===== config.mk =====
export PLATFORM = sky130hd
export DESIGN_NAME = raizing_textmix_pal
export DESIGN_NICKNAME = d
export VERILOG_FILES = /design/src/rtl/raizing_textmix_pal.sv
export SDC_FILE = /design/constraint.sdc
export NUM_CORES = 1
export LEC_CHECK = 0
export CAP_MARGIN = 20
export CORE_AREA = 2 2 73 75
export CTS_CLUSTER_SIZE = 30
export DETAILED_ROUTE_END_ITERATION = 12
export DIE_AREA = 0 0 75 77
export HOLD_SLACK_MARGIN = 0.1
export PLACE_DENSITY = 0.82
export SYNTH_ARGS = -nofsm -noshare
export SYNTH_HDL_FRONTEND = slang
export SYNTH_SLANG_ARGS = --single-unit

===== constraint.sdc =====
create_clock -name CLK96 -period 2.85 [get_ports CLK96]
set_clock_uncertainty 0.2 [all_clocks]
set_input_delay 0.285 -clock CLK96 [delete_from_list [all_inputs] [get_ports CLK96]]
set_output_delay 0.285 -clock CLK96 [all_outputs]
set_load 0.01 [all_outputs]

===== src/rtl/raizing_textmix_pal.sv =====
// Purpose: merge the extra-text pixel with the resolved BG/sprite pixel, look it up in palette RAM and expand xBGR555 to RGB888.
// Latency: a pixel sampled at PIXEL_CEN n appears on RED/GREEN/BLUE/HB_OUT/VB_OUT after PIXEL_CEN n+1; RAM_LAT CLK96 cycles of RAM wait.
// Backpressure: none; if palette data has not been captured by the next PIXEL_CEN, the last word is reused and PAL_LATE sticks.
// Ports: CLK96/RESET96_N clock and async reset; PIXEL_CEN pixel enable; HB/VB/TEXT_EN/EXTRATEXT_PIXEL/LAYER_PIXEL pixel inputs;
//        PALRAM_ADDR/PALRAM_DATA palette RAM port; RED/GREEN/BLUE/HB_OUT/VB_OUT colour outputs; PAL_LATE sticky late flag.
module raizing_textmix_pal #(
    parameter int          RAM_LAT  = 2,
    parameter logic [10:0] BACKDROP = 11'd0
) (
    input  logic        CLK96,
    input  logic        RESET96_N,
    input  logic        PIXEL_CEN,
    input  logic        HB,
    input  logic        VB,
    input  logic        TEXT_EN,
    input  logic [10:0] EXTRATEXT_PIXEL,
    input  logic [10:0] LAYER_PIXEL,
    output logic [10:0] PALRAM_ADDR,
    input  logic [15:0] PALRAM_DATA,
    output logic [7:0]  RED,
    output logic [7:0]  GREEN,
    output logic [7:0]  BLUE,
    output logic        HB_OUT,
    output logic        VB_OUT,
    output logic        PAL_LATE
);

    localparam logic [2:0] LAT_LOAD = 3'(RAM_LAT);

    logic [2:0]  lat_cnt;
    logic [15:0] cap_word;
    logic        cap_vld;
    logic        hb_a;
    logic        vb_a;
    logic        primed;     // a pixel has been selected since reset, so stage B has real work

    logic [10:0] sel_addr;
    logic        cap_now;
    logic [15:0] out_word;
    logic        word_ok;

    always_comb begin
        sel_addr = BACKDROP;
        if (TEXT_EN && (EXTRATEXT_PIXEL[3:0] != 4'd0)) begin
            sel_addr = EXTRATEXT_PIXEL;
        end else if (LAYER_PIXEL[3:0] != 4'd0) begin
            sel_addr = LAYER_PIXEL;
        end
    end

    // The capture cycle can coincide with a CEN when RAM_LAT=1 and CEN is
    // continuous; forward the RAM word straight to stage B in that case.
    assign cap_now  = (lat_cnt == 3'd1);
    assign out_word = cap_now ? PALRAM_DATA : cap_word;
    assign word_ok  = cap_vld | cap_now;

    always_ff @(posedge CLK96 or negedge RESET96_N) begin
        if (!RESET96_N) begin
            PALRAM_ADDR <= BACKDROP;
            RED         <= 8'd0;
            GREEN       <= 8'd0;
            BLUE        <= 8'd0;
            HB_OUT      <= 1'b1;
            VB_OUT      <= 1'b1;
            PAL_LATE    <= 1'b0;
            lat_cnt     <= 3'd0;
            cap_word    <= 16'd0;
            cap_vld     <= 1'b0;
            hb_a        <= 1'b1;
            vb_a        <= 1'b1;
            primed      <= 1'b0;
        end else begin
            // RAM wait runs every CLK96, independent of the pixel enable.
            if (lat_cnt != 3'd0) begin
                lat_cnt <= lat_cnt - 3'd1;
            end
            if (cap_now) begin
                cap_word <= PALRAM_DATA;
                cap_vld  <= 1'b1;
            end

            if (PIXEL_CEN) begin
                // Stage B: output the pixel selected at the previous CEN.
                HB_OUT <= hb_a;
                VB_OUT <= vb_a;
                if (hb_a || vb_a) begin
                    RED   <= 8'd0;
                    GREEN <= 8'd0;
                    BLUE  <= 8'd0;
                end else begin
                    RED   <= {out_word[4:0],   out_word[4:2]};
                    GREEN <= {out_word[9:5],   out_word[9:7]};
                    BLUE  <= {out_word[14:10], out_word[14:12]};
                end
                if (primed && !word_ok) begin
                    PAL_LATE <= 1'b1;
                end

                // Stage A: select the new pixel and restart the RAM wait.
                PALRAM_ADDR <= sel_addr;
                hb_a        <= HB;
                vb_a        <= VB;
                lat_cnt     <= LAT_LOAD;
                cap_vld     <= 1'b0;
                primed      <= 1'b1;
            end
        end
    end

endmodule

* Yosys cells after proc, flatten, opt, wreduce, memory -nomap -nowiden
Index checks and enable logic that the tools add are counted.
Word-level totals: bits in registers 60, input port bits 44
Operators by class: add/sub/neg operators 1, eq/ne operators 1, multiplexer cells 10, bitwise operators 1, reductions and logical operators 10
Operators by type and width (count):
- two-way mux 8 bit | 3
- two-way mux 11 bit | 2
- two-way mux 15 bit | 1
- nonzero test 4 bit | 2
- two-way mux 3 bit | 2
- nonzero test 2 bit | 2
- == test 3 x 1 -> 1 bit, second input constant | 1
- nonzero test 3 bit | 1
- subtractor 3 x 1 -> 3 bit, second input constant | 1
- logical AND 1 bit | 2
- two-way mux 1 bit | 2
- AND reduction 2 bit | 1
- zero test 1 bit | 1
- logical OR 1 bit | 1
- OR 1 bit | 1

* Depth between registers and ports, before layout
Gate-level depths: netlist of run 1.
depth after elaboration 5, depth in mapped cells 7

* Worst setup path after synthesis of run 1
OpenSTA, ideal clock, no wires.
kind register -> register, start reg lat_cnt[0], end reg GREEN[2], library setup time 0.120 ns, arrival 1.430 ns, slack 1.100 ns, stages on the path, launching flop included 7, path through dfrtp_1 ha_1 nand2b_4 buf_6 buf_12 mux2_4 a31o_1
On the way: cells in the longest elaborated chain, start to end 3
RTL lines:
- from (decl) | RTL line 30 | logic [2:0] lat_cnt;
- from (signal assigned) | RTL line 75 | lat_cnt <= lat_cnt - 3'd1;
- == test 3 x 1 -> 1 bit | RTL line 53 | assign cap_now = (lat_cnt == 3'd1);
- two-way mux 15 bit
- net out_word[9] | RTL line 39 | logic [15:0] out_word;
- two-way mux 8 bit | RTL line 86 | if (hb_a || vb_a) begin
- to (signal assigned) | RTL line 92 | GREEN <= {out_word[9:5], out_word[9:7]};
- to (decl) | RTL line 21 | output logic [7:0] GREEN,
The timed path passes the listed nets, and every way through them passes these cells. A chain may end at the register's enable or synchronous reset.

* Final worst setup path of run 1
start reg HB_OUT, end out HB_OUT
RTL lines:
- from (decl) | RTL line 23 | output logic HB_OUT,
- from (signal assigned) | RTL line 63 | HB_OUT <= 1'b1;
- from (signal assigned) | RTL line 84 | HB_OUT <= hb_a;
No word-level cell between the ends.

==> summary by stage, run 1 <==
Route
The final layout contains routed wiring with a total length of 4.51 mm. For this run, design rule violations remaining after detail routing come to 0. In this run, the number of DRC markers left after iteration 0 of detailed routing was around 120. The first TritonRoute pass finished after 4 iterations. The average routed wire per standard cell is approximately 14 um. The remaining antenna violation count after routing is 0. The total vias in the final route is around 1,600. The post-detailed-route via-to-cell ratio is between 4 and 5.

Synthesis
In this run, synthesis produced a sequential element count of 51. The post-synthesis net count is roughly 230. Ranked by total cell area, the synthesized netlist is headed by sky130_fd_sc_hd__dfrtp_1 (51%), sky130_fd_sc_hd__mux2_4 (6.5%), sky130_fd_sc_hd__dfstp_2 (4.6%). The distinct cell type count of the synthesized netlist is 28.

The count of mapped cells out of synthesis is between 150 and 200. The part of the Yosys area used for sequential elements is approximately 56%. During synthesis, Yosys emitted a total of 0 warnings. sky130_fd_sc_hd__dfrtp_1 takes more of the synthesized area than any other cell.

The post-synthesis area per instance is roughly 13 um2. The area share of the leading cell type in the synthesized netlist is between 50% and 60%. The post-synthesis instance area is 0.00230 mm2.

Finish
The number of inserted diodes is 0. Once layout is done, the placed cells without fillers occupy around 0.0032 mm2. The library cell used most frequently in the layout, excluding fill and tap cells, is sky130_fd_sc_hd__clkdlybuf4s50_1. The number of nets in the finished design is about 300. Leaving out fill and tap cells, the most frequent cells in the layout are sky130_fd_sc_hd__clkdlybuf4s50_1 (78), sky130_fd_sc_hd__dfrtp_1 (47), sky130_fd_sc_hd__nor2b_1 (15). The sequential cell area is ~0.0013 mm2. From synthesis to final layout, the design area changed by 38.2%. The utilization after layout is 64.0%. In the final layout, the multi-input gates occupy slightly above 800 um2. The filler-free cell count of the finished design is about 330. The number of filler cells placed in the layout is between 400 and 500. In the final layout, the share of cells above drive strength 1 is around a fifth.

CTS
The number of buffers on the longest clock path is 2. CTS built an H-tree with a depth of 2. For the worst-skew pair, the clock arrives at the later sink with an insertion delay of around 0.3 ns. The count of cells resized by post-cts repair is 0. The number of buffers created by CTS is 5.

TritonCTS built the clock tree. Once the clock tree was built, the setup fixing pass inserted 0 buffers. The number of hold buffers added after cts is 1. The CTS root buffer is sky130_fd_sc_hd__clkbuf_8. The count of clock tree sinks is 51. After clock tree synthesis, the clock-pin slew on the worst setup and hold paths is around 0.09 ns.

Setup path
On the critical path, the stage with the largest delay is an instance of sky130_fd_sc_hd__dfstp_2. The type of element launching the critical path is a register. The worst setup path endpoint is HB_OUT. Among cell families on the critical path, the largest total delay comes from flip-flops. The depth of the critical timing path with buffers and inverters included is 1.

For flop-to-flop paths, the worst setup slack is about 1.0 ns. The number of cells on the worst reg-to-reg path is 4. The critical path starts at HB_OUT$_DFFE_PN1P_. The startpoint of the lowest-slack register-to-register path is lat_cnt[0]$_DFFE_PN0P_.

STA puts the critical path data required time at around 2.4 ns. The worst path arrival time is between 1 and 1.5 ns. The number of buffers and inverters on the critical path is 1. Walking the worst path, the cells encountered are clkdlybuf4s50_1.

Along the worst path, the maximum fanout reaches 2. The capture instance of the worst register-to-register path is RED[3]$_DFFE_PN0P_. The type of the worst setup path is reg2out. The category of the worst setup path capture point is a primary output.

The maximum single-stage delay on the critical path is 0.54 ns.

STA
The post-route fraction of the period consumed by the critical path is around two thirds. Subtracting the final worst setup slack from the clock period gives 1.85 ns. At the pin with the least slew margin, the transition time is ~0.93 ns. Setup slack on the critical path of the routed design comes to ~1 ns. The max-slew violation count is 0. Based on the critical path, the design can be clocked at up to about 540 MHz. Setup repair after global routing left no endpoint under its margin.

The total of endpoints with negative setup slack in the final report is 0. The headroom to the max-slew limit is ~38%. The final hold violation count is 0. In the final timing run, aggregate negative setup slack is 0 ns.

Global route
The largest net degree at the start of global routing is 57. Global routing finished with a remaining overflow of 0. The global-route wire length before repair is 7.65 mm. The all-layer global routing usage is approximately 17%. The number of global-route vias before repair was between 1,500 and 2,000. The initial antenna violation count came to 0.

Power and ir drop
The fraction of power consumed by combinational cells is about a third. In this run switching power makes up 27.4% of total power. The leakage power of the design is about 1.4 nW. Cell internal power was estimated by the tool at roughly 0.0017 W.

In this run the power spent charging and discharging nets is 0.000633 W. The clock network fraction of design power is between 20% and 30%. Sequential cells burn a little over two fifths of the power.

The power density relative to cell area is 726 mW/mm2. Across the VDD grid, the largest voltage drop is ~0.30 mV.

Placement
In this run the tool buffered the top-level ports with 80 buffer cells. Routability-driven placement finished with a final weighted congestion of 0.700. After legalization and detailed placement, the total HPWL measured ~3.2 mm.

The total placed cells including tap cells is between 300 and 400. OpenSTA, run right after detailed placement, puts the worst setup slack at a little over 0.8 ns. Once placement finished, the instance area stood at 0.00306 mm2.

Die
After floorplanning, the core was sized to cover between 0.004 and 0.005 mm2. The starting utilization of the core area is ~46%. Pin placement for this block handled between 80 and 90 I/O pins. The height of the chip is around 77 um.

The chip width is between 70 and 80 um. The floorplan has 26 rows. The die covers 0.00578 mm2.

Job
Max-cap violations in this run came to 0.

Hold path
In this run the most critical hold path is launched from primed$_DFFE_PN0P_. The type of the tightest min-delay check is reg2reg.

Outcome
The run finished with clean final reports.
[kinds of logic (layout without fill, tap and decap cells)]
group | Yosys count | count (layout) | share of synthesized area [%]
DFF | 51 | 51 | 55.6
buffers and inverters | 31 | 104 | 8.47
AOI/OAI and AO/OA | 34 | 34 | 12.5
and+or+nand+nor | 42 | 42 | 10.0
xor gates and xnor gates | 1 | 1 | 0.380
muxes | 20 | 20 | 11.3
adders and majority gates | 3 | 3 | 1.63
[stage by stage]
stage          total power, W  hold WS, ns
2_1_floorplan         0.00155       -0.211
3_3_place_gp          0.00180       0.0983
3_5_place_dp          0.00183        0.107
4_1_cts               0.00234        0.272
5_1_grt               0.00246        0.311
6_report              0.00231        0.266
[synth_stat cells]
cell / n
sky130_fd_sc_hd__buf_6: 3
sky130_fd_sc_hd__mux2_2: 9
sky130_fd_sc_hd__mux2i_1: 1
sky130_fd_sc_hd__nor2b_1: 15
sky130_fd_sc_hd__buf_12: 1
sky130_fd_sc_hd__nand4_1: 7
sky130_fd_sc_hd__ha_1: 3
sky130_fd_sc_hd__o41ai_4: 1
sky130_fd_sc_hd__nor2_1: 9
sky130_fd_sc_hd__or4_1: 1
sky130_fd_sc_hd__a31o_1: 10
sky130_fd_sc_hd__clkbuf_4: 1
sky130_fd_sc_hd__buf_2: 2
sky130_fd_sc_hd__inv_1: 10
sky130_fd_sc_hd__nand2_1: 7
sky130_fd_sc_hd__a22oi_1: 4
sky130_fd_sc_hd__or2_2: 2
sky130_fd_sc_hd__clkbuf_1: 4
sky130_fd_sc_hd__a21oi_1: 6
sky130_fd_sc_hd__nand2b_4: 1
sky130_fd_sc_hd__xor2_1: 1
sky130_fd_sc_hd__dfrtp_1: 47
sky130_fd_sc_hd__o221ai_1: 7
sky130_fd_sc_hd__mux2_4: 10
sky130_fd_sc_hd__buf_4: 9
sky130_fd_sc_hd__buf_1: 1
sky130_fd_sc_hd__dfstp_2: 4
sky130_fd_sc_hd__a31o_2: 6
[sequential cells by signal (all words and copies together), names as in the netlist]
name and cells:
vb_a 1, hb_a 1, PALRAM_ADDR 11, cap_vld 1, BLUE 5, HB_OUT 1
primed 1, GREEN 5, cap_word 15, VB_OUT 1, RED 5, PAL_LATE 1
lat_cnt 3
[power by group through the flow]
stage | registers (W) | clock network (W) | logic (W)
floorplan | 0.00104 | 0 | 0.000508
global placement | 0.00101 | 0 | 0.000785
detailed placement | 0.00102 | 0 | 0.000801
CTS | 0.00101 | 0.000517 | 0.000813
global route | 0.00103 | 0.000549 | 0.000881
finish | 0.00101 | 0.000499 | 0.000805
[worst min path at each step]
stage                                       end  slack [ns]  cells after the start
after floorplan             BLUE[2]$_DFFE_PN0P_       -0.21                      0
after global placement     GREEN[2]$_DFFE_PN0P_         0.1                      1
after detailed placement  cap_word[9]$_DFF_PN0_        0.11                      1
after CTS                    primed$_DFFE_PN0P_        0.27                      1
after global routing         primed$_DFFE_PN0P_        0.31                      1
final                        primed$_DFFE_PN0P_        0.27                      1
[routing by layer]
layer	part of all wire, %	routed length, um	GRT usage (%)	vias up
li1	-	-	-	774
met1	44	1970	22.6	769
met2	47	2130	27.2	67
met3	7.7	345	5.26	7
met4	1.2	55	4.82	0
met5	0	0	0	-
[area by class of cell]
cell class,instances,area share [%]
Clock buffer,5,2.16
Clock inverter,3,1.37
Inverter,10,1.18
Multi-Input combinational cell,100,26.0
Sequential cell,51,40.2
Tap cell,70,2.75
Timing Repair Buffer,86,26.3
(Power assumes the default switching activity.)
==> inputs of run 2 (changes only) <==
- CORE_AREA: 2 2 73 75 -> 2 2 75 77
- DIE_AREA: 0 0 75 77 -> 0 0 77 79
- PLACE_DENSITY: 0.82 -> 0.78
- clock period: 2.85 -> 1.9 ns (I/O delays scaled with it)
==> run 2 against run 1 <==
Flip-flop and latch count is the same. Sequential share of layout area shrank 1.3 points. Clock-buffer cell count grew 1. First-iteration DRC count shrank 23%. Hold slack lost 0.037 ns. Final cell count grew 2.5%. Cell area grew 3.3%. Critical endpoint is now GREEN[4]$_DFFE_PN0P_. Largest power group unchanged. Highest routed layer unchanged.
==> summary by stage, run 2 (same netlist as run 1, synthesis figures left out) <==
STA
The headroom to the max-slew limit is 30.7% (-7.3 points). For the finished layout, the period the worst path requires is about 1.8 ns. The final hold violation count is 0 (unchanged). The total of endpoints with negative setup slack in the final report came to 0 (unchanged). The max-slew violation count is 0 (unchanged).

The fmax is between 500 and 600 MHz. The actual slew at the worst max-slew pin came to 1.04 ns (+0.105 ns). Setup repair after global routing left no endpoint under its margin. The worst path uses between 90 and 100% of the clock period.

CTS
The clock slew at the register clock pins of the worst setup and hold paths is 0.09 ns (about the same). The number of buffers created by CTS is 5 (unchanged). The H-tree depth came to 2 (unchanged).

The TritonCTS clock tree is yes. The count of clock tree sinks is 51 (unchanged). The count of cells resized by post-cts repair was 0 (unchanged). The root buffer cell chosen for the clock tree is sky130_fd_sc_hd__clkbuf_8. The insertion delay of the later-clocked pin in the worst-skew pair came to 0.30 ns (about the same). The number of buffers on the longest clock path is 2 (unchanged).

Setup path
The endpoint required time on the critical path was 1.90 ns (-0.47 ns). The setup path with the least slack is of type reg2reg. The worst path arrival time is 1.81 ns (+0.44 ns).

The endpoint identified for the worst register-to-register timing path is GREEN[4]$_DFFE_PN0P_. The cell type of the slowest stage on the worst timing path is sky130_fd_sc_hd__dfrtp_1. The maximum single-stage delay on the critical path was 0.42 ns (-0.12 ns). STA classifies the critical path startpoint as a register. The signal on the critical path passes through ha_1 > nand2b_4 > buf_4 > mux2_4 > a31o_1.

The maximum fanout encountered on the critical timing path is 13 (+11). The worst setup path is captured at a register. The startpoint identified for the worst register-to-register timing path is lat_cnt[0]$_DFFE_PN0P_. The minimum setup slack among reg-to-reg paths is 0.08 ns (-0.91 ns). The worst-case reg-to-reg path depth was 5 (+1).

Power and ir drop
The clock network fraction of design power is 23.7% (+2.1 points). The largest vdd supply drop came to 0.478 mV (+57%). The switching part of the total came to 26.0% (-1.4 points).

The internal power summed over all cells came to 0.00271 W (+61%). The proportion of power drawn by flip-flops and latches is 41.4% (-2.2 points). The leakage power of the design is 1.43 nW (+3.3%). The fraction of power consumed by combinational cells was 34.9% (about the same). The power density relative to cell area is 1110 mW/mm2 (+53%). The net load switching power was 0.000953 W (+51%).

Global route
The aggregate global routing overflow is 0 (unchanged). The global-route wire length before repair came to 7.83 mm (+2.3%). The initial antenna violation count came to 0 (unchanged).

The largest net degree at the start of global routing was 52 (-8.8%). The number of global-route vias before repair is 1,571 (-4.1%). The all-layer global routing usage was 16.2% (-0.96 points).

Route
The first-iteration detailed-routing DRC count is 89 (-23%). The post-detailed-route via-to-cell ratio was 4.84 (-2.6%). The average routed wire per standard cell is 14.1 um (+1.6%). The detailed-route DRC error count is 0 (unchanged). The total vias in the final route is 1,613 (-0.25%).

The total detailed-routing wirelength is 4.69 mm (+4.1%). The remaining antenna violation count after routing is 0 (unchanged). The first-pass detailed-route iteration total was 4 (unchanged).

Die
The core region area is 0.00534 mm2 (+7.2%). The number of top-level design ports is 82 (unchanged). The number of placement rows is 27 (+3.8%).

The height of the chip is 79 um (+2.6%). The starting utilization of the core area is 43.2% (-3.1 points). The die area is 0.00608 mm2 (+5.3%). The chip width is 77 um (+2.7%).

Finish
The utilization after layout is 61.7% (-2.4 points). The top cell types in the final layout, fill and taps aside, are sky130_fd_sc_hd__clkdlybuf4s50_1 (78), sky130_fd_sc_hd__dfrtp_1 (47), sky130_fd_sc_hd__nor2b_1 (15). The area added between synthesis and finish is 42.8%. The largest registers in the layout are cap_word (15), PALRAM_ADDR (11). The sequential cell area came to 0.00128 mm2 (unchanged). The number of inserted diodes is 0 (unchanged). The flip-flop count of the largest register, all copies and words added is 15 (unchanged). The share of cells above drive strength 1 is 20.3% (+1.5 points). The cell area after layout is 0.00329 mm2 (+3.3%). The number of nets in the finished design is 307 (+2.0%). The area occupied by multi-input gates was 828 um2 (unchanged). The number of filler cells placed in the layout was 460 (+9.3%). The register containing the most flip-flops in the final layout is cap_word. The library cell used most frequently in the layout, excluding fill and tap cells, is sky130_fd_sc_hd__clkdlybuf4s50_1. The filler-free cell count of the finished design is 333 (+2.5%).

Outcome
The run finished with clean final reports.

Placement
The total placed cells including tap cells was 316 (unchanged). The number of buffer cells added on primary ports was 80 (unchanged). The last weighted congestion value of the routability-driven placer is 0.726 (+3.7%). The post-place instance area is 0.00309 mm2 (+0.82%). The HPWL after detailed placement is 3.19 mm (+0.87%).

Hold path
The type of the tightest min-delay check is in2async.

Job
The count of max-cap constraint violations is 0 (unchanged).
run 2: cell types whose count changed in the layout (fill, tap and decap cells not counted):
cell and delta:
sky130_fd_sc_hd__buf_12 +3, sky130_fd_sc_hd__buf_4 +3, sky130_fd_sc_hd__bufinv_16 +1, sky130_fd_sc_hd__clkbuf_1 +1
sky130_fd_sc_hd__clkinv_2 -1, sky130_fd_sc_hd__clkinv_4 -1
run 2: how the worst max path moves through the flow:
stage               cells after the start  slack [ns]              startpoint                     endpoint
finish                                  5        0.08  lat_cnt[0]$_DFFE_PN0P_         GREEN[4]$_DFFE_PN0P_
global route                            5        0.02  lat_cnt[0]$_DFFE_PN0P_         GREEN[4]$_DFFE_PN0P_
CTS                                     4        0.03  lat_cnt[0]$_DFFE_PN0P_           RED[3]$_DFFE_PN0P_
detailed placement                      4     -0.0003          LAYER_PIXEL[1]  PALRAM_ADDR[10]$_DFFE_PN0P_
global placement                        4        0.03          LAYER_PIXEL[1]   PALRAM_ADDR[5]$_DFFE_PN0P_
floorplan                               6        0.15  lat_cnt[0]$_DFFE_PN0P_         GREEN[2]$_DFFE_PN0P_
run 2: power groups by stage:
stage	Combinational, W	Sequential [W]	Clock (W)
3_3_place_gp	0.00118	0.00152	0
2_1_floorplan	0.000763	0.00156	0
6_report	0.00128	0.00152	0.000868
3_5_place_dp	0.00122	0.00154	0
5_1_grt	0.00139	0.00155	0.000955
4_1_cts	0.00123	0.00152	0.000896
run 2: cell type report:
| cell class | instances | share of cell area [%] |
|---|---|---|
| flip-flops and latches | 51 | 38.9 |
| repair buffers | 92 | 28.0 |
| multi-input cells | 100 | 25.2 |
| inverters | 10 | 1.14 |
| well taps | 72 | 2.74 |
| clock inverters | 2 | 1.83 |
| clock buffers | 6 | 2.21 |
run 2: worst max-delay path, delay by kind of cell (launching register included):
family	cells	cell delay [ns]
flops	1	0.42
mux	1	0.31
compound gates	1	0.20
buf+inv	1	0.16
simple gates	1	0.18
fa+ha+maj	1	0.25
run 2: what timing repair did:
action / in CTS / in global routing
hold buffers: 1 / 0
endpoints found under the setup margin: 0 / 5
setup buffers: 0 / 8
hold endpoints to repair: 51 / 0
run 2: routing by layer:
layer | wire [um] | vias up | track usage (%)
li1 | - | 785 | -
met3 | 300 | 6 | 4.77
met1 | 2110 | 756 | 20.8
met4 | 51 | 0 | 4.82
met2 | 2230 | 66 | 26.8
met5 | 0 | - | 0
run 2: metrics by stage:
stage          total power [W]  setup slack, ns   TNS [ns]  hold WS, ns
2_1_floorplan          0.00232            0.150          0       -0.306
3_3_place_gp           0.00270           0.0331          0     0.000995
3_5_place_dp           0.00276        -0.000273  -0.000273      0.00448
4_1_cts                0.00365           0.0338          0        0.213
5_1_grt                0.00390           0.0237          0        0.249
6_report               0.00366           0.0846          0        0.229
==> inputs of run 3 (changes only) <==
- PLACE_DENSITY: 0.78 -> 0.82
==> run 3 against run 2 <==
Sequential power about the same. Largest cell class unchanged. Register-to-register slack about the same. Highest routed layer unchanged. Critical path type unchanged. Clock-buffer cell count unchanged. Clock power barely moved. Hold slack got worse by 0.048 ns. Non-clock buffer count is 1 lower.
==> summary by stage, run 3 (same netlist as run 1, synthesis figures left out) <==
Finish
The share of cells above drive strength 1 came to 20.0% (-0.31 points). The utilization after layout is 61.6% (about the same). The number of nets in the finished design is 306 (-0.33%).

Leaving out fill and tap cells, the most frequent cells in the layout are sky130_fd_sc_hd__clkdlybuf4s50_1 (78), sky130_fd_sc_hd__dfrtp_1 (47), sky130_fd_sc_hd__nor2b_1 (15). The register containing the most flip-flops in the final layout is cap_word. The area added between synthesis and finish was 42.7% (about the same).

The flip-flop count of the largest register, all copies and words added came to 15 (unchanged). The number of inserted diodes was 0 (unchanged). The largest registers in the layout are cap_word (15), PALRAM_ADDR (11). The leading cell type in the layout, fill and taps excluded is sky130_fd_sc_hd__clkdlybuf4s50_1.

Placement
The last weighted congestion value of the routability-driven placer is 0.718 (-1.1%). The setup slack after placement is 0.00172 ns (+0.00200 ns). The HPWL after detailed placement is 3.49 mm (+9.2%). The number of buffer cells added on primary ports is 80 (unchanged).

Hold path
The type of the tightest min-delay check is in2async.

STA
The time the worst path needs with I/O delays and setup is 1.80 ns (-0.0122 ns). The fmax is 555 MHz (+0.68%). The max-slew violation count is 0 (unchanged).

The post-route fraction of the period consumed by the critical path is 94.9% (-0.64 points). The worst hold slack is 0.180 ns (-0.0484 ns). Setup repair after global routing left no endpoint under its margin.

The final hold violation count is 0 (unchanged). The final-layout setup total negative slack is 0 ns (unchanged). The smallest setup slack after layout came to 0.0968 ns (+0.0122 ns). The total of endpoints with negative setup slack in the final report was 0 (unchanged). The headroom to the max-slew limit is 69.9% (+39 points). The actual slew at the worst max-slew pin is 0.451 ns (-0.585 ns).

Global route
The global-route wire length before repair came to 7.75 mm (-1.1%). The initial antenna violation count came to 0 (unchanged). The number of global-route vias before repair is 1,631 (+3.8%). The largest net degree at the start of global routing came to 37 (-29%). The aggregate global routing overflow was 0 (unchanged).

The all-layer global routing usage is 15.9% (-0.29 points).

CTS
The number of buffers on the longest clock path came to 2 (unchanged). The clock slew at the register clock pins of the worst setup and hold paths came to 0.09 ns (about the same). TritonCTS built the clock tree. The count of clock tree sinks is 51 (unchanged). The H-tree depth is 2 (unchanged). The number of buffers created by CTS is 5 (unchanged). The count of buffers added by post-CTS timing repair for setup is 0 (unchanged). The CTS root buffer is sky130_fd_sc_hd__clkbuf_8. The insertion delay of the later-clocked pin in the worst-skew pair came to 0.29 ns (about the same).

Route
The average routed wire per standard cell is 14.2 um (+1.0%). The remaining antenna violation count after routing was 0 (unchanged). The total vias in the final route is 1,625 (+0.74%). The first-pass detailed-route iteration total is 4 (unchanged). The total detailed-routing wirelength came to 4.73 mm (+0.75%). The first-iteration detailed-routing DRC count came to 59 (-34%).

The post-detailed-route via-to-cell ratio is 4.89 (+1.0%). The detailed-route DRC error count was 0 (unchanged).

Setup path
The capture instance of the worst register-to-register path is BLUE[4]$_DFFE_PN0P_. In this run the worst setup path begins at lat_cnt[1]$_DFFE_PN0P_. The type of element launching the critical path is a register. The startpoint of the lowest-slack register-to-register path is lat_cnt[1]$_DFFE_PN0P_. The maximum fanout encountered on the critical timing path came to 11 (-2).

The minimum setup slack among reg-to-reg paths came to 0.1 ns (about the same). The endpoint required time on the critical path is 1.89 ns (about the same). The worst path arrival time came to 1.79 ns (-0.02 ns).

The category of the worst setup path capture point is a register. The worst-case reg-to-reg path depth came to 6 (+1). The type of the worst setup path is reg2reg.

Die
The die area is 0.00608 mm2 (unchanged). The chip width was 77 um (unchanged). The core region area is 0.00534 mm2 (unchanged).

The number of top-level design ports is 82 (unchanged). The height of the chip is 79 um (unchanged). The number of placement rows is 27 (unchanged). The starting utilization of the core area is 43.2% (unchanged).

Power and ir drop
The largest vdd supply drop is 0.407 mV (-15%). The power density relative to cell area is 1110 mW/mm2 (-0.15%). The overall power consumption is 0.00365 W (-0.22%). The leakage power of the design was 1.42 nW (-0.35%).

Outcome
The flow ran to the end, and the final reports show no timing, DRC or antenna violations.

Job
The count of max-cap constraint violations is 0 (unchanged).
-- run 3: cell count changes in the layout (fill, tap and decap cells not counted) --
| cell | previous run | this run |
|---|---|---|
| sky130_fd_sc_hd__buf_4 | 8 | 6 |
| sky130_fd_sc_hd__dlygate4sd3_1 | 1 | 2 |
| sky130_fd_sc_hd__ha_1 | 3 | 2 |
| sky130_fd_sc_hd__ha_2 | 0 | 1 |
-- run 3: where the power goes --
group	switching, W	internal [W]	total, W
clock	0.000342	0.000526	0.000868
combinational	0.000495	0.000773	0.00127
sequential	0.000126	0.00139	0.00152
total	0.000963	0.00269	0.00365
-- run 3: repair_timing --
| item | in CTS | in global routing |
|---|---|---|
| setup endpoints to repair | 0 | 5 |
| hold buffers | 2 | 0 |
| hold endpoints to repair | 55 | 0 |
| gates resized for setup | 0 | 1 |
-- run 3: worst max path at each step --
stage | endpoint | slack [ns] | cells after the start
after floorplan | GREEN[2]$_DFFE_PN0P_ | 0.15 | 6
after global placement | PALRAM_ADDR[9]$_DFFE_PN0P_ | 0.03 | 4
after detailed placement | PALRAM_ADDR[4]$_DFFE_PN0P_ | 0.002 | 4
after CTS | BLUE[4]$_DFFE_PN0P_ | 0.06 | 6
after global routing | GREEN[2]$_DFFE_PN0P_ | 0.006 | 6
final | BLUE[4]$_DFFE_PN0P_ | 0.1 | 6
-- run 3: critical path, cell delays in order, from the launching register on --
cell and delay [ns]:
sky130_fd_sc_hd__dfrtp_1 0.37, sky130_fd_sc_hd__inv_1 0.10, sky130_fd_sc_hd__ha_2 0.22, sky130_fd_sc_hd__nand2b_4 0.13, sky130_fd_sc_hd__buf_4 0.18, sky130_fd_sc_hd__mux2_4 0.31
sky130_fd_sc_hd__a31o_1 0.20
-- run 3: final cells by class --
type | count | area, um2
multi-input cells | 100 | 831
flip-flops and latches | 51 | 1280
inverters | 10 | 37.5
clock inverters | 2 | 60.1
fillers | 455 | 2050
clock buffers | 6 | 72.6
well taps | 72 | 90.1
repair buffers | 91 | 916
-- run 3: layer usage --
| metal | global-route usage, % | share of wire [%] | wire length (um) |
|---|---|---|---|
| met2 | 26.9 | 48 | 2250 |
| met5 | 0 | 0 | 0 |
| met1 | 20.4 | 45 | 2150 |
| met3 | 5.23 | 6.6 | 312 |
| met4 | 2.68 | 0.27 | 13 |
-- run 3: stage by stage --
step	cell area, um2	std cells
2_1_floorplan	2300	182
3_3_place_gp	3130	321
6_report	3290	332
5_1_grt	3290	332
3_5_place_dp	3130	321
4_1_cts	3280	331
